==> config.mk <==
export PLATFORM = sky130hd
export DESIGN_NAME = sample_clk_div
export DESIGN_NICKNAME = d
export VERILOG_FILES = /design/src/rtl/sample_clk_div.sv
export SDC_FILE = /design/constraint.sdc
export NUM_CORES = 1
export LEC_CHECK = 0
export CAP_MARGIN = 20
export CORE_ASPECT_RATIO = 1.4
export CORE_UTILIZATION = 60
export CTS_BUF_LIST = sky130_fd_sc_hd__clkbuf_8
export CTS_CLUSTER_DIAMETER = 30
export DETAILED_ROUTE_END_ITERATION = 10
export DONT_BUFFER_PORTS = 1
export GPL_ROUTABILITY_DRIVEN = 1
export PLACE_DENSITY = 0.76
export SLEW_MARGIN = 20
export SYNTH_ARGS = -nofsm -noshare
export SYNTH_HDL_FRONTEND = slang
export SYNTH_SLANG_ARGS = --single-unit
export TNS_END_PERCENT = 50
==> constraint.sdc <==
create_clock -name clk -period 4.7 [get_ports clk]
set_clock_uncertainty 0.15 [all_clocks]
set_input_delay 0.94 -clock clk [delete_from_list [all_inputs] [get_ports clk]]
set_output_delay 0.94 -clock clk [all_outputs]
set_load 0.01 [all_outputs]
==> src/rtl/sample_clk_div.sv <==
// Programmable 50%-duty clock divider with a sample tick on each div_clk rising edge.
// A new half-period is adopted only at a full-period boundary, so periods are never glitched.
module sample_clk_div #(
    parameter int unsigned WIDTH    = 16,
    parameter int unsigned MIN_HALF = 2
) (
    input  logic             clk,
    input  logic             rst,
    input  logic             en,
    input  logic [WIDTH-1:0] half_num_clk_cycles,
    output logic             div_clk,
    output logic             tick,
    output logic             period_update,
    output logic [WIDTH-1:0] cur_half
);

    typedef enum logic [0:0] {StIdle, StRun} state_e;

    localparam logic [WIDTH-1:0] MinHalf = WIDTH'(MIN_HALF);
    localparam logic [WIDTH-1:0] One     = WIDTH'(1);

    state_e           state_q, state_d;
    logic [WIDTH-1:0] cnt_q, cnt_d;
    logic [WIDTH-1:0] half_q, half_d;
    logic             div_q, div_d;
    logic             tick_q, tick_d;
    logic             pu_q, pu_d;
    logic [WIDTH-1:0] clamped;

    assign clamped = (half_num_clk_cycles < MinHalf) ? MinHalf : half_num_clk_cycles;

    always_ff @(posedge clk or posedge rst) begin
        if (rst) begin
            state_q <= StIdle;
            cnt_q   <= '0;
            half_q  <= '0;
            div_q   <= 1'b0;
            tick_q  <= 1'b0;
            pu_q    <= 1'b0;
        end else begin
            state_q <= state_d;
            cnt_q   <= cnt_d;
            half_q  <= half_d;
            div_q   <= div_d;
            tick_q  <= tick_d;
            pu_q    <= pu_d;
        end
    end

    always_comb begin
        state_d = state_q;
        cnt_d   = cnt_q;
        half_d  = half_q;
        div_d   = div_q;
        tick_d  = 1'b0;
        pu_d    = 1'b0;
        unique case (state_q)
            StIdle: begin
                if (en) begin
                    half_d  = clamped;
                    cnt_d   = '0;
                    pu_d    = 1'b1;
                    state_d = StRun;
                end
            end
            StRun: begin
                if (en) begin
                    // half_q is at least 1 here, so half_q - 1 cannot underflow
                    if (cnt_q != half_q - One) begin
                        cnt_d = cnt_q + One;
                    end else begin
                        cnt_d = '0;
                        div_d = ~div_q;
                        if (!div_q) begin
                            tick_d = 1'b1;
                        end else begin
                            half_d = clamped;
                            pu_d   = (clamped != half_q);
                        end
                    end
                end
            end
            default: state_d = StIdle;
        endcase
    end

    assign div_clk       = div_q;
    assign tick          = tick_q;
    assign period_update = pu_q;
    assign cur_half      = half_q;

endmodule

# Word level (Yosys, flattened, before mapping)
# Cells that the tools add are included.
# totals
n_memories,0
word_cells,41
mem_bits_rw,0
reg_bits,36
input_bits,19
latch_bits,0
out_inout_bits,19
romBits,0
# classes
div_mod_pow,0
n_reduce_logical,3
order_cmp,1
bitwise_logic,3
muxes,20
n_shift,0
multipliers,0
eq_ne,6
n_addsub,2
# ops
cell,count
16-bit two-way mux,8
16-bit case mux with 2 select lines,2
16-bit != test,2
"16-bit by 1-bit adder with 16-bit output, second input constant",1
"16-bit by 2-bit less-than comparator with 1-bit output, second input constant",1
"16-bit by 1-bit subtractor with 16-bit output, second input constant",1
1-bit two-way mux,9
"2-bit != test, second input constant",3
4-bit AND reduction,1
1-bit inverter,3
3-bit AND reduction,1
"2-bit by 1-bit != test with 1-bit output, second input constant",1
1-bit case mux with 2 select lines,1
2-bit AND reduction,1

# Longest topological paths before layout
# logic_depth
depth_word,7
depth_mapped,12
mapped_depth_nobuf,9

# Worst setup path after synthesis
# OpenSTA, ideal clock, no wires.
# synth_path
kind,register -> register
from,"register half_q[1], in the netlist cur_half[1]"
to,"register half_q[15], in the netlist cur_half[15]"
path_slack_ns,1.508
period_less_slack_ns,3.192
path_buffers,3
setup_ns,0.125
arrival_time_ns,2.916
required_time_ns,4.425
stages_incl_launch_ff,13
cell_sequence,dfrtp_1 buf_2 inv_1 ha_1 or4b_1 clkbuf_1 nor4b_1 xnor2_1 nand3_1 nor4_2 a21oi_2 buf_6 mux2_4
# synth_between
elab_chain_len,4
# synth_lines
element,line_no,rtl
"start, declared",24,"logic [WIDTH-1:0] half_q, half_d;"
"start signal, assigned",43,half_q <= half_d;
16-bit by 1-bit subtractor with 16-bit output,69,if (cnt_q != half_q - One) begin
16-bit != test,69,
2-bit != test (no source line),-,
4-bit AND reduction (no source line),-,
# Every way passes these cells.
# A chain may end at the register's enable or synchronous reset.

# Worst setup path in the final report
# layout_path
from,"register half_q[0], in the netlist cur_half[0]"
to,register cnt_q[14]
# layout_between
elab_chain_len,5
# layout_lines
element,line_no,rtl
16-bit by 1-bit subtractor with 16-bit output,69,
16-bit != test,69,
16-bit two-way mux,69,
16-bit two-way mux,67,if (en) begin
16-bit case mux with 2 select lines,57,unique case (state_q)
"end signal, assigned",42,cnt_q <= cnt_d;
"end, declared",23,"logic [WIDTH-1:0] cnt_q, cnt_d;"
# Every way passes these cells. The select of a mux whose other input is x is not followed.

==> results.md <==
Global routing:
- The number of global-route vias before repair was 1917.
- The pin count of the biggest net entering global routing is 37.
- The total global routing track utilization is 0.2632.
- The global-route wire length before repair is 8707 µm.
- The total global routing overflow is 0.
- The initial antenna violation count is 0.

Timing:
- Setup violations remaining at the end of the flow were counted as 0.
- Setup repair after global routing left no endpoint under its margin.
- The number of endpoints with negative hold slack in the final report was 0.
- For the pin with the worst max-slew slack, the measured transition is 0.8368 ns.
- The worst pin sits at a relative slew slack of 0.4422.
- After layout, the worst setup slack is 1.171 ns.
- The final max-slew violation count is 0.
- Adding up every negative setup slack in the final design gives 0 ns.
- On the final layout, the worst hold slack is 0.4209 ns.
- Static timing analysis puts the maximum clock frequency at 0.2834 GHz.
- Dividing the final minimum period by the clock period gives 0.7508.
- The time the worst path needs with I/O delays and setup is 3.529 ns.

Detailed routing:
- The number of nets still failing antenna checks after routing is 0.
- The number of vias after detailed routing is 1854.
- The number of DRC markers after the initial detailed-route iteration is 70.
- In the routed design, unresolved DRC markers number 0.
- The first detailed-routing pass ran for 5 iterations.
- The detailed-route vias per instance is 6.306.
- Dividing the detail-routed wire length by the instance count gives 17.96 µm.
- The final layout contains routed wiring with a total length of 5280 µm.

Power:
- Of the total power, the clock network draws 0.282.
- The switching power summed over all nets is 0.3132 mW.
- In this run the static leakage power is 1.053 nW.
- The total power is 0.9396 mW.
- The fraction of power spent switching nets is 0.3333.
- Of the total power, combinational logic draws 0.249.
- The internal portion of the total power is 0.6264 mW.
- The maximum ir drop on the vdd rail is 0.3370 mV.
- Of the total power, registers draw 0.468.
- The total power per unit cell area is 370.3 nW/µm².

Clock tree:
- After clock tree synthesis, the setup repair step added 0 buffers.
- The number of gates resized after CTS was 0.
- The number of sinks on the clock net is 36.
- In this run, post-CTS hold repair placed 0 buffers.
- The clock tree from TritonCTS is yes.
- In this run the clock root is driven by a sky130_fd_sc_hd__clkbuf_8.
- After clock tree synthesis, the clock-pin slew on the worst setup and hold paths is 0.07 ns.
- The deepest clock path buffer count is 2.
- The maximum level of the CTS H-tree is 2.
- The clock network latency to the later pin of the worst-skew pair is 0.29 ns.
- TritonCTS created 5 clock buffers.

Setup path:
- The worst setup path is captured at a flip-flop.
- The number of cells traversed by the worst register-to-register path is 9.
- The setup slack of the worst register-to-register path is 1.17 ns.
- The arrival time at the worst endpoint is 3.52 ns.
- In this run the worst path has a maximum fanout of 12.
- The endpoint identified for the worst register-to-register timing path is cnt_q[14]$_DFFE_PP0P_.
- The kind of launch point of the worst setup path is a flip-flop.
- The critical path in this run is classified as flip-flop to flip-flop.
- At the worst endpoint, the required time is 4.69 ns.
- The worst register-to-register path begins at cur_half[0]$_DFFE_PP0P_.

Synthesis:
- Counting flops with an async set or reset pin after synthesis yields a share of 1.000.
- The number of synthesized flops with an enable pin is 0.
- The synthesized netlist occupies a cell area of 2422 µm².
- For this run, the number of Yosys warnings is 0.
- For this run, the leading register cell type out of synthesis is sky130_fd_sc_hd__dfrtp_1.
- The library cell with the highest instance count after synthesis is sky130_fd_sc_hd__xnor2_1.
- The mean area per synthesized cell is 9.499 µm².
- The commonest cells after synthesis are sky130_fd_sc_hd__xnor2_1 (38), sky130_fd_sc_hd__dfrtp_1 (36), sky130_fd_sc_hd__nor2_1 (29), sky130_fd_sc_hd__nand2_1 (14), sky130_fd_sc_hd__xor2_1 (12).
- The share of synthesized area in the top cell type comes to 0.3719.
- By area the synthesized netlist is led by sky130_fd_sc_hd__dfrtp_1 (37%), sky130_fd_sc_hd__xnor2_1 (14%), sky130_fd_sc_hd__mux2_4 (5.6%), sky130_fd_sc_hd__nor2_1 (4.5%), sky130_fd_sc_hd__xor2_1 (4.3%).
- The distinct cell type count after synthesis is 46.
- The number of cells produced by synthesis is 255.
- The number of nets in the synthesized netlist is 276.
- Synthesis inferred 36 register bits.
- The share of synthesized area occupied by flip-flops and latches is 0.3719.
- The dominant cell type by area after synthesis is sky130_fd_sc_hd__dfrtp_1.

Hold path:
- The hold-critical path endpoint is cnt_q[15]$_DFFE_PP0P_.
- The worst hold path passes through 2 cells.
- The start point of the worst hold path is cnt_q[15]$_DFFE_PP0P_.
- The tightest min-delay check is of the flip-flop to flip-flop type.

Flow run:
- Across the run, the number of max-cap violations was 0.

Floorplanning:
- From bottom edge to top edge, the die measures 77.18 µm.
- 38 I/O pins were placed.
- The number of rows in the core area is 27.
- The initial core utilization is 0.6235.
- The die covers 4299 µm².
- The core region area is 3885 µm².
- The horizontal die dimension is 55.70 µm.

Cells and area:
- The area growth from synthesis to layout is 4.752%.
- After the flow finishes, the layout carries non-filler instances totaling 294.
- The proportion of layout cells with a drive suffix above 1 is 0.1195.
- The layout filler cell count is 300.
- The number of antenna diodes in the final layout is 0.
- The final-stage net count is 271.

Place:
- The pre-CTS worst setup slack is 1.182 ns.
- The post-detailed-placement half-perimeter wirelength is 4065 µm.
- The total placed cells including tap cells is 286.
- The count of input and output buffers is 0.
- The global placer's final weighted congestion is 0.9307.

Status:
- The flow ran to the end, and the final reports show no timing, DRC or antenna violations.
-- stage by stage --
step	utilization	instance area (µm²)
2_1_floorplan	-	2422
6_report	0.6531	2537
5_1_grt	0.6531	2537
3_5_place_dp	0.6254	2430
4_1_cts	0.6531	2537
3_3_place_gp	0.6254	2430
-- cell usage in the layout (no fill, tap or decap), types with 3 or more instances in the layout --
cell type / n
sky130_fd_sc_hd__nand2_1: 14
sky130_fd_sc_hd__dfrtp_1: 36
sky130_fd_sc_hd__nor2_1: 29
sky130_fd_sc_hd__xnor2_1: 38
sky130_fd_sc_hd__o21bai_1: 3
sky130_fd_sc_hd__nor3_1: 8
sky130_fd_sc_hd__and3_1: 3
sky130_fd_sc_hd__nand3_1: 7
sky130_fd_sc_hd__mux2_2: 7
sky130_fd_sc_hd__or4_1: 4
sky130_fd_sc_hd__clkbuf_8: 5
sky130_fd_sc_hd__mux2_4: 9
sky130_fd_sc_hd__xor2_1: 12
sky130_fd_sc_hd__nand4_1: 11
sky130_fd_sc_hd__inv_1: 9
sky130_fd_sc_hd__o21ai_0: 5
sky130_fd_sc_hd__nor4_1: 10
sky130_fd_sc_hd__or3_1: 3
sky130_fd_sc_hd__a21o_1: 3
-- cells by family after synthesis --
kind of cell | share of synthesized area
simple gates | 0.2180
xor+xnor | 0.1808
flops | 0.3719
compound gates | 0.08317
buf+inv | 0.03925
mux | 0.09659
fa+ha+maj | 0.01033
-- registers in the layout, summed over array words and instances (netlist names) --
name / cells
cur_half: 16
period_update: 1
div_clk: 1
cnt_q: 16
state_q: 1
tick: 1
-- worst max path at each step --
stage	from	endpoint	slack, ns	cells after the start
after CTS	cur_half[0]$_DFFE_PP0P_	cnt_q[14]$_DFFE_PP0P_	1.16	9
after detailed placement	cur_half[0]$_DFFE_PP0P_	cnt_q[14]$_DFFE_PP0P_	1.18	9
after floorplan	cur_half[1]$_DFFE_PP0P_	cur_half[15]$_DFFE_PP0P_	1.51	12
after global routing	cur_half[0]$_DFFE_PP0P_	cnt_q[10]$_DFFE_PP0P_	0.82	9
final	cur_half[0]$_DFFE_PP0P_	cnt_q[14]$_DFFE_PP0P_	1.17	9
after global placement	cur_half[0]$_DFFE_PP0P_	cnt_q[13]$_DFFE_PP0P_	1.30	9
-- power by group through the flow --
stage                     clock [mW]  sequential [mW]  combinational (mW)
after floorplan                    0            0.400               0.228
after global placement             0            0.444               0.232
after detailed placement           0            0.445               0.233
after CTS                      0.271            0.439               0.235
after global routing           0.278            0.448               0.260
final                          0.265            0.440               0.234
-- metal layers --
metal	global-route usage	share of wire
met5	0	0
met4	0.1250	0.026
met3	0.04047	0.036
met2	0.4795	0.54
met1	0.2934	0.40
-- critical path, stage by stage, from the launching register on --
cell	delay, ns
sky130_fd_sc_hd__dfrtp_1	0.49
sky130_fd_sc_hd__inv_1	0.15
sky130_fd_sc_hd__ha_1	0.25
sky130_fd_sc_hd__or4b_1	0.58
sky130_fd_sc_hd__nor4b_1	0.42
sky130_fd_sc_hd__xnor2_1	0.19
sky130_fd_sc_hd__and3_1	0.20
sky130_fd_sc_hd__nand4_1	0.12
sky130_fd_sc_hd__a21oi_1	0.71
sky130_fd_sc_hd__nor2_1	0.12
-- layout make-up --
cell class,instances,area [µm²],share of cell area
multi-input cells,196,1426,0.5621
repair buffers,2,15.01,0.005917
clock buffers,5,68.82,0.02712
flip-flops and latches,36,900.9,0.3550
clock inverters,3,38.79,0.01529
well taps,43,53.80,0.02120
inverters,9,33.78,0.01331
Power figures use the tool's default switching activity.
